### config.mk
export PLATFORM = sky130hd
export DESIGN_NAME = multicycle_ctrl
export DESIGN_NICKNAME = d
export VERILOG_FILES = /design/src/rtl/multicycle_ctrl.sv
export SDC_FILE = /design/constraint.sdc
export NUM_CORES = 1
export LEC_CHECK = 0
export ABC_AREA = 1
export CORE_MARGIN = 2
export CORE_UTILIZATION = 47
export CTS_BUF_LIST = sky130_fd_sc_hd__clkbuf_16
export DETAILED_ROUTE_END_ITERATION = 6
export PLACE_DENSITY = 0.8
export SETUP_SLACK_MARGIN = 0.5
export SLEW_MARGIN = 20
export SYNTH_ARGS = -nofsm -noshare
export SYNTH_HDL_FRONTEND = slang
export SYNTH_SLANG_ARGS = --single-unit
### constraint.sdc
create_clock -name clk -period 1.5 [get_ports clk]
set_clock_uncertainty 0.1 [all_clocks]
set_input_delay 0.375 -clock clk [delete_from_list [all_inputs] [get_ports clk]]
set_output_delay 0.375 -clock clk [all_outputs]
set_load 0.005 [all_outputs]
### src/rtl/multicycle_ctrl.sv
// Multi-cycle control FSM for the shared RV64 datapath.
// Handles the memory handshake, traps illegal opcodes and counts retired instructions.
module multicycle_ctrl #(
  parameter int unsigned CNT_W = 32,
  parameter logic [6:0]  OP_R  = 7'b0110011,
  parameter logic [6:0]  OP_I  = 7'b0010011,
  parameter logic [6:0]  OP_LD = 7'b0000011,
  parameter logic [6:0]  OP_ST = 7'b0100011,
  parameter logic [6:0]  OP_BR = 7'b1100011
) (
  input  logic             clk,
  input  logic             reset,
  input  logic [6:0]       opcode,
  input  logic             mem_ready,
  output logic             mem_req,
  output logic             mem_read,
  output logic             mem_write,
  output logic             iord,
  output logic             ir_write,
  output logic             pc_write,
  output logic             pc_write_cond,
  output logic             pc_source,
  output logic             alu_src_a,
  output logic [1:0]       alu_src_b,
  output logic [1:0]       alu_op,
  output logic             reg_write,
  output logic             mem_to_reg,
  output logic             trap,
  output logic [3:0]       state,
  output logic [CNT_W-1:0] instr_count
);

  typedef enum logic [3:0] {
    StFetch    = 4'd0,
    StDecode   = 4'd1,
    StMemAddr  = 4'd2,
    StMemRead  = 4'd3,
    StMemWb    = 4'd4,
    StMemWrite = 4'd5,
    StExecute  = 4'd6,
    StAluWb    = 4'd7,
    StBranch   = 4'd8,
    StTrap     = 4'd9
  } state_e;

  typedef struct packed {
    logic       mem_req;
    logic       mem_read;
    logic       mem_write;
    logic       iord;
    logic       pc_write_cond;
    logic       pc_source;
    logic       alu_src_a;
    logic [1:0] alu_src_b;
    logic [1:0] alu_op;
    logic       reg_write;
    logic       mem_to_reg;
    logic       trap;
  } ctrl_t;

  // Moore outputs of a state; evaluated on the next state so they can be registered.
  function automatic ctrl_t moore_ctrl(input state_e st, input logic [6:0] op);
    ctrl_t c;
    c = '0;
    case (st)
      StFetch: begin
        c.mem_req   = 1'b1;
        c.mem_read  = 1'b1;
        c.alu_src_b = 2'b01;
      end
      StDecode:  c.alu_src_b = 2'b11;
      StMemAddr: begin
        c.alu_src_a = 1'b1;
        c.alu_src_b = 2'b10;
      end
      StMemRead: begin
        c.mem_req  = 1'b1;
        c.mem_read = 1'b1;
        c.iord     = 1'b1;
      end
      StMemWb: begin
        c.reg_write  = 1'b1;
        c.mem_to_reg = 1'b1;
      end
      StMemWrite: begin
        c.mem_req   = 1'b1;
        c.mem_write = 1'b1;
        c.iord      = 1'b1;
      end
      StExecute: begin
        c.alu_src_a = 1'b1;
        c.alu_op    = 2'b10;
        c.alu_src_b = (op == OP_I) ? 2'b10 : 2'b00;
      end
      StAluWb:   c.reg_write = 1'b1;
      StBranch: begin
        c.alu_src_a     = 1'b1;
        c.alu_op        = 2'b01;
        c.pc_write_cond = 1'b1;
        c.pc_source     = 1'b1;
      end
      StTrap:    c.trap = 1'b1;
      default:   c = '0;
    endcase
    return c;
  endfunction

  state_e           state_q, state_d;
  ctrl_t            ctrl_q;
  logic [CNT_W-1:0] cnt_q;
  logic             retire;
  logic             legal;
  logic             en;
  logic             fetch_done;

  always_comb begin
    state_d = state_q;
    retire  = 1'b0;
    case (state_q)
      StFetch:    if (mem_ready) state_d = StDecode;
      StDecode: begin
        if (opcode == OP_LD || opcode == OP_ST)     state_d = StMemAddr;
        else if (opcode == OP_R || opcode == OP_I)  state_d = StExecute;
        else if (opcode == OP_BR)                   state_d = StBranch;
        else                                        state_d = StTrap;
      end
      StMemAddr:  state_d = (opcode == OP_LD) ? StMemRead : StMemWrite;
      StMemRead:  if (mem_ready) state_d = StMemWb;
      StMemWb: begin
        state_d = StFetch;
        retire  = 1'b1;
      end
      StMemWrite: begin
        if (mem_ready) begin
          state_d = StFetch;
          retire  = 1'b1;
        end
      end
      StExecute:  state_d = StAluWb;
      StAluWb, StBranch: begin
        state_d = StFetch;
        retire  = 1'b1;
      end
      StTrap:     state_d = StTrap;
      default:    state_d = StFetch;
    endcase
  end

  always_ff @(posedge clk) begin
    if (reset) begin
      state_q <= StFetch;
      ctrl_q  <= moore_ctrl(StFetch, opcode);
      cnt_q   <= '0;
    end else begin
      state_q <= state_d;
      ctrl_q  <= moore_ctrl(state_d, opcode);
      if (retire) cnt_q <= cnt_q + 1'b1;
    end
  end

  // Reset and unreachable encodings force every control output low.
  assign legal      = (state_q <= StTrap);
  assign en         = ~reset & legal;
  assign fetch_done = en & (state_q == StFetch) & mem_ready;

  assign mem_req       = en & ctrl_q.mem_req;
  assign mem_read      = en & ctrl_q.mem_read;
  assign mem_write     = en & ctrl_q.mem_write;
  assign iord          = en & ctrl_q.iord;
  assign ir_write      = fetch_done;
  assign pc_write      = fetch_done;
  assign pc_write_cond = en & ctrl_q.pc_write_cond;
  assign pc_source     = en & ctrl_q.pc_source;
  assign alu_src_a     = en & ctrl_q.alu_src_a;
  assign alu_src_b     = en ? ctrl_q.alu_src_b : 2'b00;
  assign alu_op        = en ? ctrl_q.alu_op : 2'b00;
  assign reg_write     = en & ctrl_q.reg_write;
  assign mem_to_reg    = en & ctrl_q.mem_to_reg;
  assign trap          = en & ctrl_q.trap;
  assign state         = reset ? 4'd0 : state_q;
  assign instr_count   = reset ? '0 : cnt_q;

endmodule

==> results of run 1 <==
-- metrics by stage --
step / cells / setup WS, ns / hold slack [ns] / utilization [%]
after floorplan: 554 / 0.122 / 0.347 / -
after global placement: 758 / -0.617 / 0.391 / 72.2
after detailed placement: 758 / -0.631 / 0.403 / 72.2
after CTS: 822 / -0.301 / 0.361 / 87.3
-- cells in the mapped netlist (3+ instances only) --
master and number:
nand2_1 160, nor2_1 123, inv_1 74, dfxtp_1 48, nand3_1 37, nand2_2 18, a21oi_2 17, a21oi_1 14
nor3_1 10, nor2_2 9, o21ai_0 8, clkbuf_1 6, xor2_1 5, buf_4 4, inv_2 4, buf_1 3
nand4_1 3
-- logic make-up after synthesis --
group	synth area share, %
DFF	29.9
and+or+nand+nor	47.8
buffers and inverters	12.3
xor gates and xnor gates	1.36
adders and majority gates	0.389
AOI/OAI and AO/OA	8.25
-- repair_timing --
| item | in CTS |
|---|---|
| gates cloned | 5 |
| buffers inserted | 51 |
| gates resized for setup | 402 |
| endpoints found under the setup margin | 100 |
| pin swaps | 47 |
| hold buffers | 0 |
==> results.sh, run 1 <==
export IMPL_cts_buffers_inserted=5
export IMPL_worstEpCategory="top-level output"
export IMPL_async_flop_share_pct=0
export IMPL_failing_step="5_1_grt"
export IMPL_yosysTopAreaCell="dfxtp_1"
export IMPL_clkSinkCount=48
export IMPL_port_buffers=61
export IMPL_grt_repair_worst_endpoint="iord"
export IMPL_dominantRegCellSynth="dfxtp_1"
export IMPL_ys_warn_count=0
export IMPL_finalWeightedCongestion=0.916
export IMPL_run_status="did not finish"
export IMPL_die_w_um=86.7
export IMPL_netlist_instances=554
export IMPL_placed_cell_area_um2=4850
export IMPL_post_dp_hpwl_um=8110
export IMPL_cts_root_buffer="clkbuf_16"
export IMPL_num_rows=30
export IMPL_ys_types=28
export IMPL_synth_edf_count=0
export IMPL_io_pins=62
export IMPL_netlist_area_um2=3210
export IMPL_netlist_area_leader_share_pct=29.9
export IMPL_synth_seq_cells=48
export IMPL_synthTopCellsByArea="dfxtp_1 (30%), nand2_1 (19%), nor2_1 (14%)"
export IMPL_h_tree_depth=2
export IMPL_start_util_pct=47.8
export IMPL_avgSynthCellArea_um2=5.80
export IMPL_yosysSeqAreaShare_pct=29.9
export IMPL_cts_max_path_buffers=2
export IMPL_grt_max_degree=16
export IMPL_firstError="[ERROR DPL-0038] Utilization greater than 100%, impossible to legalize"
export IMPL_synth_nets=565
export IMPL_dieHeight_um=86.7
==> inputs of run 2 (changes only) <==
CORE_UTILIZATION = 35   (was 47)
CTS_BUF_LIST = unset   (was sky130_fd_sc_hd__clkbuf_16)
PLACE_DENSITY = unset   (was 0.8)
PLACE_DENSITY_LB_ADDON = 0.15   (was unset)
SETUP_SLACK_MARGIN = unset   (was 0.5)
clock period = 2 ns   (was 1.5 ns; I/O delays follow)
==> results.sh, run 2 <==
export IMPL_min_period_over_period_pct=98.5
export IMPL_wire_per_inst_um=12.1
export IMPL_largestRegisters="cnt_q (32), ctrl_q (12), state_q (4)"
export IMPL_drt_total_wl_um=9090
export IMPL_placed_cell_area_um2=4150
export IMPL_route_detailed_drc=0
export IMPL_layout_common_cells="nand2_1 (159), nor2_1 (116), inv_1 (73)"
export IMPL_start_util_pct=36.5
export IMPL_cp_max_fo=3
export IMPL_ys_warn_count=0
export IMPL_nets=656
export IMPL_fin_crit_ns=1.97
export IMPL_stdcell_area_um2=4320
export IMPL_critPathMaxStageDelay_ns=0.36
export IMPL_ys_types=28
export IMPL_rsz0062_at_grt="true"
export IMPL_final_common_cell="nand2_1"
export IMPL_crit_buf_inv=2
export IMPL_powerDensity_nw_per_um2=482
export IMPL_worst_pin_slew_ns=0.381
export IMPL_use_met3_pct=2.37
export IMPL_end_kind="primary output"
export IMPL_cts_hold_buf=0
export IMPL_grt_pass1_wl_um=15300
export IMPL_drt_iter0_drc=219
export IMPL_setup_slack_ns=0.0307
export IMPL_grtUsageMet1_pct=28.2
export IMPL_yosys_top_cells_count="nand2_1 (160), nor2_1 (123), inv_1 (74)"
export IMPL_cts_tree="yes"
export IMPL_path_delay_family="buffers and inverters"
export IMPL_use_met2_pct=29.4
export IMPL_cp_required_ns=1.40
export IMPL_nFillCells=934
export IMPL_h_tree_depth=2
export IMPL_synth_edf_count=0
export IMPL_slew_violations=0
export IMPL_synthTopCellsByArea="dfxtp_1 (30%), nand2_1 (19%), nor2_1 (14%)"
export IMPL_post_dp_hpwl_um=6960
export IMPL_synth_most_common_cell="nand2_1"
export IMPL_grt_pass1_vias=3211
export IMPL_die_w_um=99.8
export IMPL_run_status="finished clean"
export IMPL_yosysSeqAreaShare_pct=29.9
export IMPL_busiest_layer="met2"
export IMPL_insertion_delay_ns=0.31
export IMPL_port_buffers=61
export IMPL_async_flop_share_pct=0
export IMPL_vias=3499
export IMPL_hold_path_class="reg -> reg"
export IMPL_dp_slack_ns=-0.401
export IMPL_vias_per_cell=4.64
export IMPL_ant_nets=0
export IMPL_startpoint_type="flip-flop"
export IMPL_n_antenna_cell=0
export IMPL_cpMostUsedCell="nor2_4"
export IMPL_netlist_area_um2=3210
export IMPL_firstDrtPassIters=4
export IMPL_hold_viol_final=0
export IMPL_antenna_found_initial=0
export IMPL_avgSynthCellArea_um2=5.80
export IMPL_setup_viol=0
export IMPL_relSlewSlack_pct=74.5
export IMPL_netlist_instances=554
export IMPL_leakagePower_uw=0.00194
export IMPL_crit_chain="buf_4, nor2_4, nand3_2, nor2_4, dlygate4sd2_1"
export IMPL_cts_root_buffer="clkbuf_8"
export IMPL_syn_to_final_growth_pct=34.4
export IMPL_yosysTopAreaCell="dfxtp_1"
export IMPL_synth_nets=565
export IMPL_max_vdd_ir_drop_uv=429
export IMPL_cts_buffers_inserted=5
export IMPL_largest_reg_flops=32
export IMPL_dominantRegCellSynth="dfxtp_1"
export IMPL_multi_input_area_um2=1900
export IMPL_io_pins=62
export IMPL_finalWeightedCongestion=0.895
export IMPL_num_rows=34
export IMPL_arrival_ns=1.37
export IMPL_grt_max_degree=17
export IMPL_fmax_ghz=0.508
export IMPL_top_register="cnt_q"
export IMPL_netlist_area_leader_share_pct=29.9
export IMPL_drive_above_1_share_pct=21.2
export IMPL_path_clk_slew_ns=0.10
export IMPL_dieHeight_um=99.8
export IMPL_gr_total_overflow=0
export IMPL_register_area_um2=982
export IMPL_criticalPathCategory="reg -> out"
export IMPL_synth_seq_cells=48
export IMPL_clkSinkCount=48
export IMPL_cap_violations=0
export IMPL_core_area_um2=8810
export IMPL_grt_use_total_pct=18.9
export IMPL_cts_max_path_buffers=2
export IMPL_cp_slowest_cell="dfxtp_4"
export IMPL_dieArea_um2=9970
[run 2: final cells by class]
type | count | share of cell area (%)
multi-input cells | 411 | 44.0
flip-flops and latches | 48 | 22.7
repair buffers | 100 | 20.5
inverters | 79 | 6.98
well taps | 108 | 3.13
clock buffers | 5 | 1.59
clock inverters | 3 | 1.10
[run 2: what timing repair did]
action | 4_1_cts | 5_1_grt
gates cloned | 2 | 0
pin swaps | 3 | 1
buffers inserted | 3 | 0
resized for setup | 87 | 22
hold endpoints to repair | 0 | 0
endpoints found under the setup margin | 52 | 13
[run 2: worst register-to-register path, stage by stage, from the launching register on]
cell     delay [ns]
dfxtp_2        0.34
buf_4          0.14
buf_4          0.13
inv_1          0.10
nand2_1        0.09
nor2_1         0.20
nand3_1        0.20
nand2_1        0.11
nor2_1         0.06
nand3_1        0.13
nand4_1        0.10
[run 2: logic make-up after synthesis]
family	Yosys count	share of synthesized area [%]
flip-flops	48	29.9
XOR/XNOR	5	1.36
buffers and inverters	95	12.3
AO/OA/AOI/OAI	40	8.25
adder cells (fa/ha/maj)	1	0.389
AND/OR/NAND/NOR	365	47.8
[run 2: routing by layer]
metal	vias up	wire, µm	part of all wire (%)
li1	1861	-	-
met1	1548	4730	52
met2	85	3820	42
met3	5	475	5.2
met4	0	68	0.75
met5	-	0	0
[run 2: through the flow]
step / util (%) / power, µW / hold WS (ns) / instances / TNS [ns]
3_3_place_gp: 47.2 / 1340 / 0.370 / 741 / -6.08
3_5_place_dp: 47.2 / 1340 / 0.375 / 741 / -7.25
5_1_grt: 49.1 / 2180 / 0.416 / 754 / -0.0378
2_1_floorplan: - / 1190 / 0.362 / 554 / 0
4_1_cts: 49.4 / 2090 / 0.390 / 754 / -0.0319
6_report: 49.1 / 2080 / 0.389 / 754 / 0
[run 2: final timing paths]
path	from	slack, ns	cells past startpoint	to
worst max-delay path	state_q[1]	0.03	5	ir_write
worst min-delay path	cnt_q[31]	0.39	2	cnt_q[31]
worst max register to register	state_q[2]	0.19	10	ctrl_q[13]
worst min register to register	cnt_q[31]	0.39	2	cnt_q[31]
[run 2: power by group]
group / internal (µW) / switching [µW]
clock: 377 / 369
sequential: 979 / 14.3
combinational: 153 / 188
total: 1510 / 571
Power figures use the tool's default switching activity.
